`src/rtl/addr_pkg.sv`:
```
// Shared definitions for the addressed register bus.
// - addr_dir_t : transfer direction, also decoded by the bus targets.
// - ADDR_W_DEF / DATA_W_DEF : default address and data widths of the bus.
package addr_pkg;

  localparam int unsigned ADDR_W_DEF = 4;
  localparam int unsigned DATA_W_DEF = 8;

  typedef enum logic [1:0] {
    READ         = 2'b00,
    WRITE        = 2'b01,
    READ_N_WRITE = 2'b10
  } addr_dir_t;

endpackage

```
`src/rtl/addr_bus_master.sv`:
```
// Initiator for the addressed register bus. Accepts one command at a time, broadcasts it as a
// single-cycle read or write enable pulse with the address and write data, waits READ_LATENCY
// cycles for read data, then returns the result on a valid/ready response channel.
//
// Ports
// - clk, rst_n                    : clock, asynchronous active-low reset
// - cmd_valid/cmd_ready           : command handshake (ready only while idle)
// - cmd_addr/cmd_write/cmd_wdata  : command payload
// - rsp_valid/rsp_ready           : response handshake
// - rsp_rdata/rsp_write           : read data (0 for writes), direction echo
// - bus_active_address            : broadcast address, IDLE_ADDR when no transfer is in flight
// - bus_read_enable/bus_write_enable : one-cycle enable pulses, never both high
// - bus_wdata                     : broadcast write data
// - bus_rdata                     : read data from the addressed target
module addr_bus_master
  import addr_pkg::*;
#(
  parameter int unsigned       ADDR_W       = ADDR_W_DEF,
  parameter int unsigned       DATA_W       = DATA_W_DEF,
  parameter int unsigned       READ_LATENCY = 1,
  parameter logic [ADDR_W-1:0] IDLE_ADDR    = '1
) (
  input  logic              clk,
  input  logic              rst_n,
  input  logic              cmd_valid,
  output logic              cmd_ready,
  input  logic [ADDR_W-1:0] cmd_addr,
  input  logic              cmd_write,
  input  logic [DATA_W-1:0] cmd_wdata,
  output logic              rsp_valid,
  input  logic              rsp_ready,
  output logic [DATA_W-1:0] rsp_rdata,
  output logic              rsp_write,
  output logic [ADDR_W-1:0] bus_active_address,
  output logic              bus_read_enable,
  output logic              bus_write_enable,
  output logic [DATA_W-1:0] bus_wdata,
  input  logic [DATA_W-1:0] bus_rdata
);

  localparam int unsigned CNT_W = (READ_LATENCY > 0) ? $clog2(READ_LATENCY + 1) : 1;

  typedef enum logic [1:0] {
    StIdle  = 2'b00,
    StIssue = 2'b01,
    StWait  = 2'b10,
    StResp  = 2'b11
  } state_e;

  state_e            state_q, state_d;
  addr_dir_t         dir_q, dir_d;
  logic [CNT_W-1:0]  cnt_q, cnt_d;
  logic [ADDR_W-1:0] addr_q, addr_d;
  logic [DATA_W-1:0] wdata_q, wdata_d;
  logic              re_q, re_d;
  logic              we_q, we_d;
  logic              cmd_ready_q, cmd_ready_d;
  logic              rsp_valid_q, rsp_valid_d;
  logic [DATA_W-1:0] rsp_rdata_q, rsp_rdata_d;
  logic              rsp_write_q, rsp_write_d;

  always_comb begin
    state_d     = state_q;
    dir_d       = dir_q;
    cnt_d       = cnt_q;
    addr_d      = addr_q;
    wdata_d     = wdata_q;
    // Enables are pulses: they are only ever raised on the transition into StIssue.
    re_d        = 1'b0;
    we_d        = 1'b0;
    cmd_ready_d = cmd_ready_q;
    rsp_valid_d = rsp_valid_q;
    rsp_rdata_d = rsp_rdata_q;
    rsp_write_d = rsp_write_q;

    unique case (state_q)
      StIdle: begin
        if (cmd_valid) begin
          state_d     = StIssue;
          dir_d       = cmd_write ? WRITE : READ;
          addr_d      = cmd_addr;
          wdata_d     = cmd_write ? cmd_wdata : '0;
          we_d        = cmd_write;
          re_d        = ~cmd_write;
          cmd_ready_d = 1'b0;
        end
      end

      StIssue: begin
        if (dir_q == WRITE) begin
          state_d     = StResp;
          rsp_valid_d = 1'b1;
          rsp_rdata_d = '0;
          rsp_write_d = 1'b1;
        end else if (READ_LATENCY == 0) begin
          // Zero-latency targets answer combinationally during the pulse.
          state_d     = StResp;
          rsp_valid_d = 1'b1;
          rsp_rdata_d = bus_rdata;
          rsp_write_d = 1'b0;
        end else begin
          state_d = StWait;
          cnt_d   = CNT_W'(READ_LATENCY - 1);
        end
      end

      StWait: begin
        if (cnt_q == '0) begin
          state_d     = StResp;
          rsp_valid_d = 1'b1;
          rsp_rdata_d = bus_rdata;
          rsp_write_d = 1'b0;
        end else begin
          cnt_d = cnt_q - CNT_W'(1);
        end
      end

      StResp: begin
        if (rsp_ready) begin
          state_d     = StIdle;
          rsp_valid_d = 1'b0;
          cmd_ready_d = 1'b1;
          addr_d      = IDLE_ADDR;
          wdata_d     = '0;
        end
      end

      default: begin
        state_d     = StIdle;
        cmd_ready_d = 1'b1;
        rsp_valid_d = 1'b0;
        addr_d      = IDLE_ADDR;
      end
    endcase
  end

  always_ff @(posedge clk or negedge rst_n) begin
    if (!rst_n) begin
      state_q     <= StIdle;
      dir_q       <= READ;
      cnt_q       <= '0;
      addr_q      <= IDLE_ADDR;
      wdata_q     <= '0;
      re_q        <= 1'b0;
      we_q        <= 1'b0;
      cmd_ready_q <= 1'b1;
      rsp_valid_q <= 1'b0;
      rsp_rdata_q <= '0;
      rsp_write_q <= 1'b0;
    end else begin
      state_q     <= state_d;
      dir_q       <= dir_d;
      cnt_q       <= cnt_d;
      addr_q      <= addr_d;
      wdata_q     <= wdata_d;
      re_q        <= re_d;
      we_q        <= we_d;
      cmd_ready_q <= cmd_ready_d;
      rsp_valid_q <= rsp_valid_d;
      rsp_rdata_q <= rsp_rdata_d;
      rsp_write_q <= rsp_write_d;
    end
  end

  assign cmd_ready          = cmd_ready_q;
  assign rsp_valid          = rsp_valid_q;
  assign rsp_rdata          = rsp_rdata_q;
  assign rsp_write          = rsp_write_q;
  assign bus_active_address = addr_q;
  assign bus_read_enable    = re_q;
  assign bus_write_enable   = we_q;
  assign bus_wdata          = wdata_q;

  // Bus protocol invariants.
  a_one_hot_enable : assert property (@(posedge clk) disable iff (!rst_n)
    !(bus_read_enable && bus_write_enable));
  a_pulse_in_issue : assert property (@(posedge clk) disable iff (!rst_n)
    (bus_read_enable || bus_write_enable) |-> (state_q == StIssue));
  a_ready_in_idle : assert property (@(posedge clk) disable iff (!rst_n)
    cmd_ready |-> (state_q == StIdle));

endmodule

```
`config.mk`:
```
export PLATFORM = sky130hd
export DESIGN_NAME = addr_bus_master
export DESIGN_NICKNAME = d
export VERILOG_FILES = /design/src/rtl/addr_pkg.sv /design/src/rtl/addr_bus_master.sv
export SDC_FILE = /design/constraint.sdc
export NUM_CORES = 1
export LEC_CHECK = 0
export CAP_MARGIN = 20
export CORE_ASPECT_RATIO = 1.4
export CORE_MARGIN = 10
export CORE_UTILIZATION = 46
export CTS_CLUSTER_SIZE = 10
export DETAILED_ROUTE_END_ITERATION = 8
export GPL_TIMING_DRIVEN = 1
export PLACE_DENSITY = 0.84
export SYNTH_ARGS = -nofsm -noshare
export SYNTH_HDL_FRONTEND = slang
export SYNTH_SLANG_ARGS = --single-unit
```
`constraint.sdc`:
```
create_clock -name clk -period 4.2 [get_ports clk]
set_input_delay 0.84 -clock clk [delete_from_list [all_inputs] [get_ports clk]]
set_output_delay 0.84 -clock clk [all_outputs]
set_load 0.02 [all_outputs]
```
==> impl_metrics.toml <==
[run_status]
status = "finished clean"

[sta]
period_needed_ps = 2320
fmax_mhz = 431
slew_viol_final = 0
fin_skew_ps = 4.90
max_slew_margin = 0.630
finalCritPeriodShare = 0.553
rsz0062_at_grt = "false"
setup_tns_ps = 0
report.final.setup_viol = 0
hold_violations = 0
tightest_slew_ps = 554

[hold_path]
hp-class = "reg2reg"

[worst_setup_path]
slowest_delay_ps = 610
path_cells = "clkdlybuf4s50_1"
endpoint_kind = "primary output"
crit_slowest_cell = "clkdlybuf4s50_1"
crit_arrival_ps = 1480
crit_buf_inv = 1
cpLargestDelayFamily = "buffers and inverters"
cp-start-kind = "flop"
required_ps = 3360
rrSetupSlack_ps = 2400
critical_path_peak_fanout = 2
setup.worst_path.class = "reg2out"

[pwr]
finalPower_mw = 1.32
p_per_area_mw_per_mm2 = 710
leakagePower_nw = 0.802
peakVddDrop_v = 0.000387

[clock_tree]
postCtsHoldBufs = 0
worstSkewPairLatency_ps = 320
cts_tree = "done"
cts.sinks = 28
clk_pin_slew_ps = 140
cts_made_buffers = 3
cts.repair.resized = 0
cts_root_buffer = "clkbuf_4"
cts.path.max_buffers = 2
post_cts_buffers = 0
htreeDepth = 1

[cells_and_area]
instances_no_fill = 200
layout_common_cells = "49 x clkdlybuf4s50_1, 23 x dfrtp_1, 14 x o21ai_0, 14 x o31ai_1, 11 x nand2_1"
syn_to_final_growth_pct = 44.1
final_common_cell = "clkdlybuf4s50_1"
nets = 196
antenna_cells = 0
final_area_mm2 = 0.00187
layout-drive-gt1-share = 0.159
num-fill-cells = 214

[place]
port_buffers = 49
place_congestion = 0.767
dp_hpwl_um = 2560
dp_cells = 195
place_area_mm2 = 0.00180

[global_routing]
grt_pass1_wl_um = 5350
antenna_found_initial = 0
track_usage = 0.124
grt_max_degree = 29
gr-total-overflow = 0
grt_pass1_vias = 1099

[yosys]
synth_edf_count = 0
synthCells = 114
synth_nets = 145
synth_seq_cells = 28
ys_types = 24
syn_area_mm2 = 0.00129
yosysWarnings = 0
ys.flop_type = "dfrtp_1"
avgSynthCellArea_um2 = 11.4
ys_seq_area_frac = 0.546
async_flop_share = 1.00

[drt]
num_vias = 1069
final_antenna_net_count = 0
wire_per_inst_um = 16.5
drt-initial-drc-count = 28
drc_errors = 0
via_per_inst = 5.35
dr.pass1.iters = 4
wirelength_um = 3300

[floorplanning]
die_h_um = 82.8
ios = 50
std_cell_rows = 22
dieArea_mm2 = 0.00537
start_util = 0.485
core_region_area_mm2 = 0.00267
die_w_um = 64.8

[flow_run]
cap_violations = 0
[registers in the layout, summed over array words and instances, names as in the netlist]
name and flops:
bus_wdata 8, rsp_rdata 8, bus_active_address 4, state_q 2, bus_read_enable 1, bus_write_enable 1
cmd_ready 1, dir_q 1, rsp_valid 1, rsp_write 1
[Yosys cell counts, types with 2 or more instances]
cell type,n,share of area
dfstp_2,5,0.10
and2b_2,2,0.014
buf_6,3,0.026
mux2_2,2,0.017
dfrtp_1,23,0.44
o21ai_0,14,0.054
o31ai_1,14,0.081
inv_1,5,0.014
ha_1,6,0.058
nand2_1,11,0.032
a22o_2,8,0.062
nor2b_1,2,0.0097
a21oi_1,2,0.0077
buf_2,2,0.0077
nor2_1,6,0.017
[layout make-up]
class	count	area, um2	share of cell area
Tap cell	36	45.0	0.0241
Multi-Input combinational cell	74	518	0.278
Inverter	5	18.8	0.0101
Clock buffer	4	36.3	0.0195
Sequential cell	28	707	0.379
Timing Repair Buffer	53	541	0.290
[final timing paths]
| check | start | to | depth (start not counted) |
|---|---|---|---|
| setup / recovery | bus_active_address[3] | bus_active_address[3] | 1 |
| hold / removal | cmd_ready | cmd_ready | 2 |
| setup reg to reg | state_q[0] | state_q[1] | 6 |
| hold reg to reg | cmd_ready | cmd_ready | 2 |
| max in group asynchronous | rst_n | bus_active_address[1] | 3 |
| min in group asynchronous | rst_n | bus_write_enable | 1 |
[where the power goes]
group	internal, mW	switching, mW
registers	0.394	0.0655
clock network	0.0530	0.0738
logic	0.347	0.391
[tightest hold or removal path, delay by kind of cell (launching register included)]
family                 cells  cell delay (ps)
AO/OA/AOI/OAI              1               60
buffers and inverters      1               60
flip-flops                 1              390
[per-layer routing]
| metal | track usage | up-vias | wire length, um | share of wire |
|---|---|---|---|---|
| met4 | 0.0322 | 0 | 23 | 0.0070 |
| met5 | 0 | - | 0 | 0 |
| met3 | 0.0497 | 4 | 300 | 0.091 |
| met2 | 0.218 | 46 | 1640 | 0.50 |
| met1 | 0.136 | 510 | 1340 | 0.40 |
| li1 | - | 509 | - | - |
[stage by stage]
stage	setup WS [ps]	utilization	hold slack, ps
CTS	1850	0.688	492
floorplan	2570	-	506
global placement	1950	0.675	473
finish	1880	0.699	490
global route	1810	0.699	525
detailed placement	1890	0.675	471
[kinds of logic after synthesis]
family          count (synthesis)  share of synthesized area
compound gates                 43                      0.240
fa+ha+maj                       6                     0.0580
buf+inv                        12                     0.0541
flops                          28                      0.546
mux                             3                     0.0251
simple gates                   22                     0.0773
(Power assumes the default switching activity.)
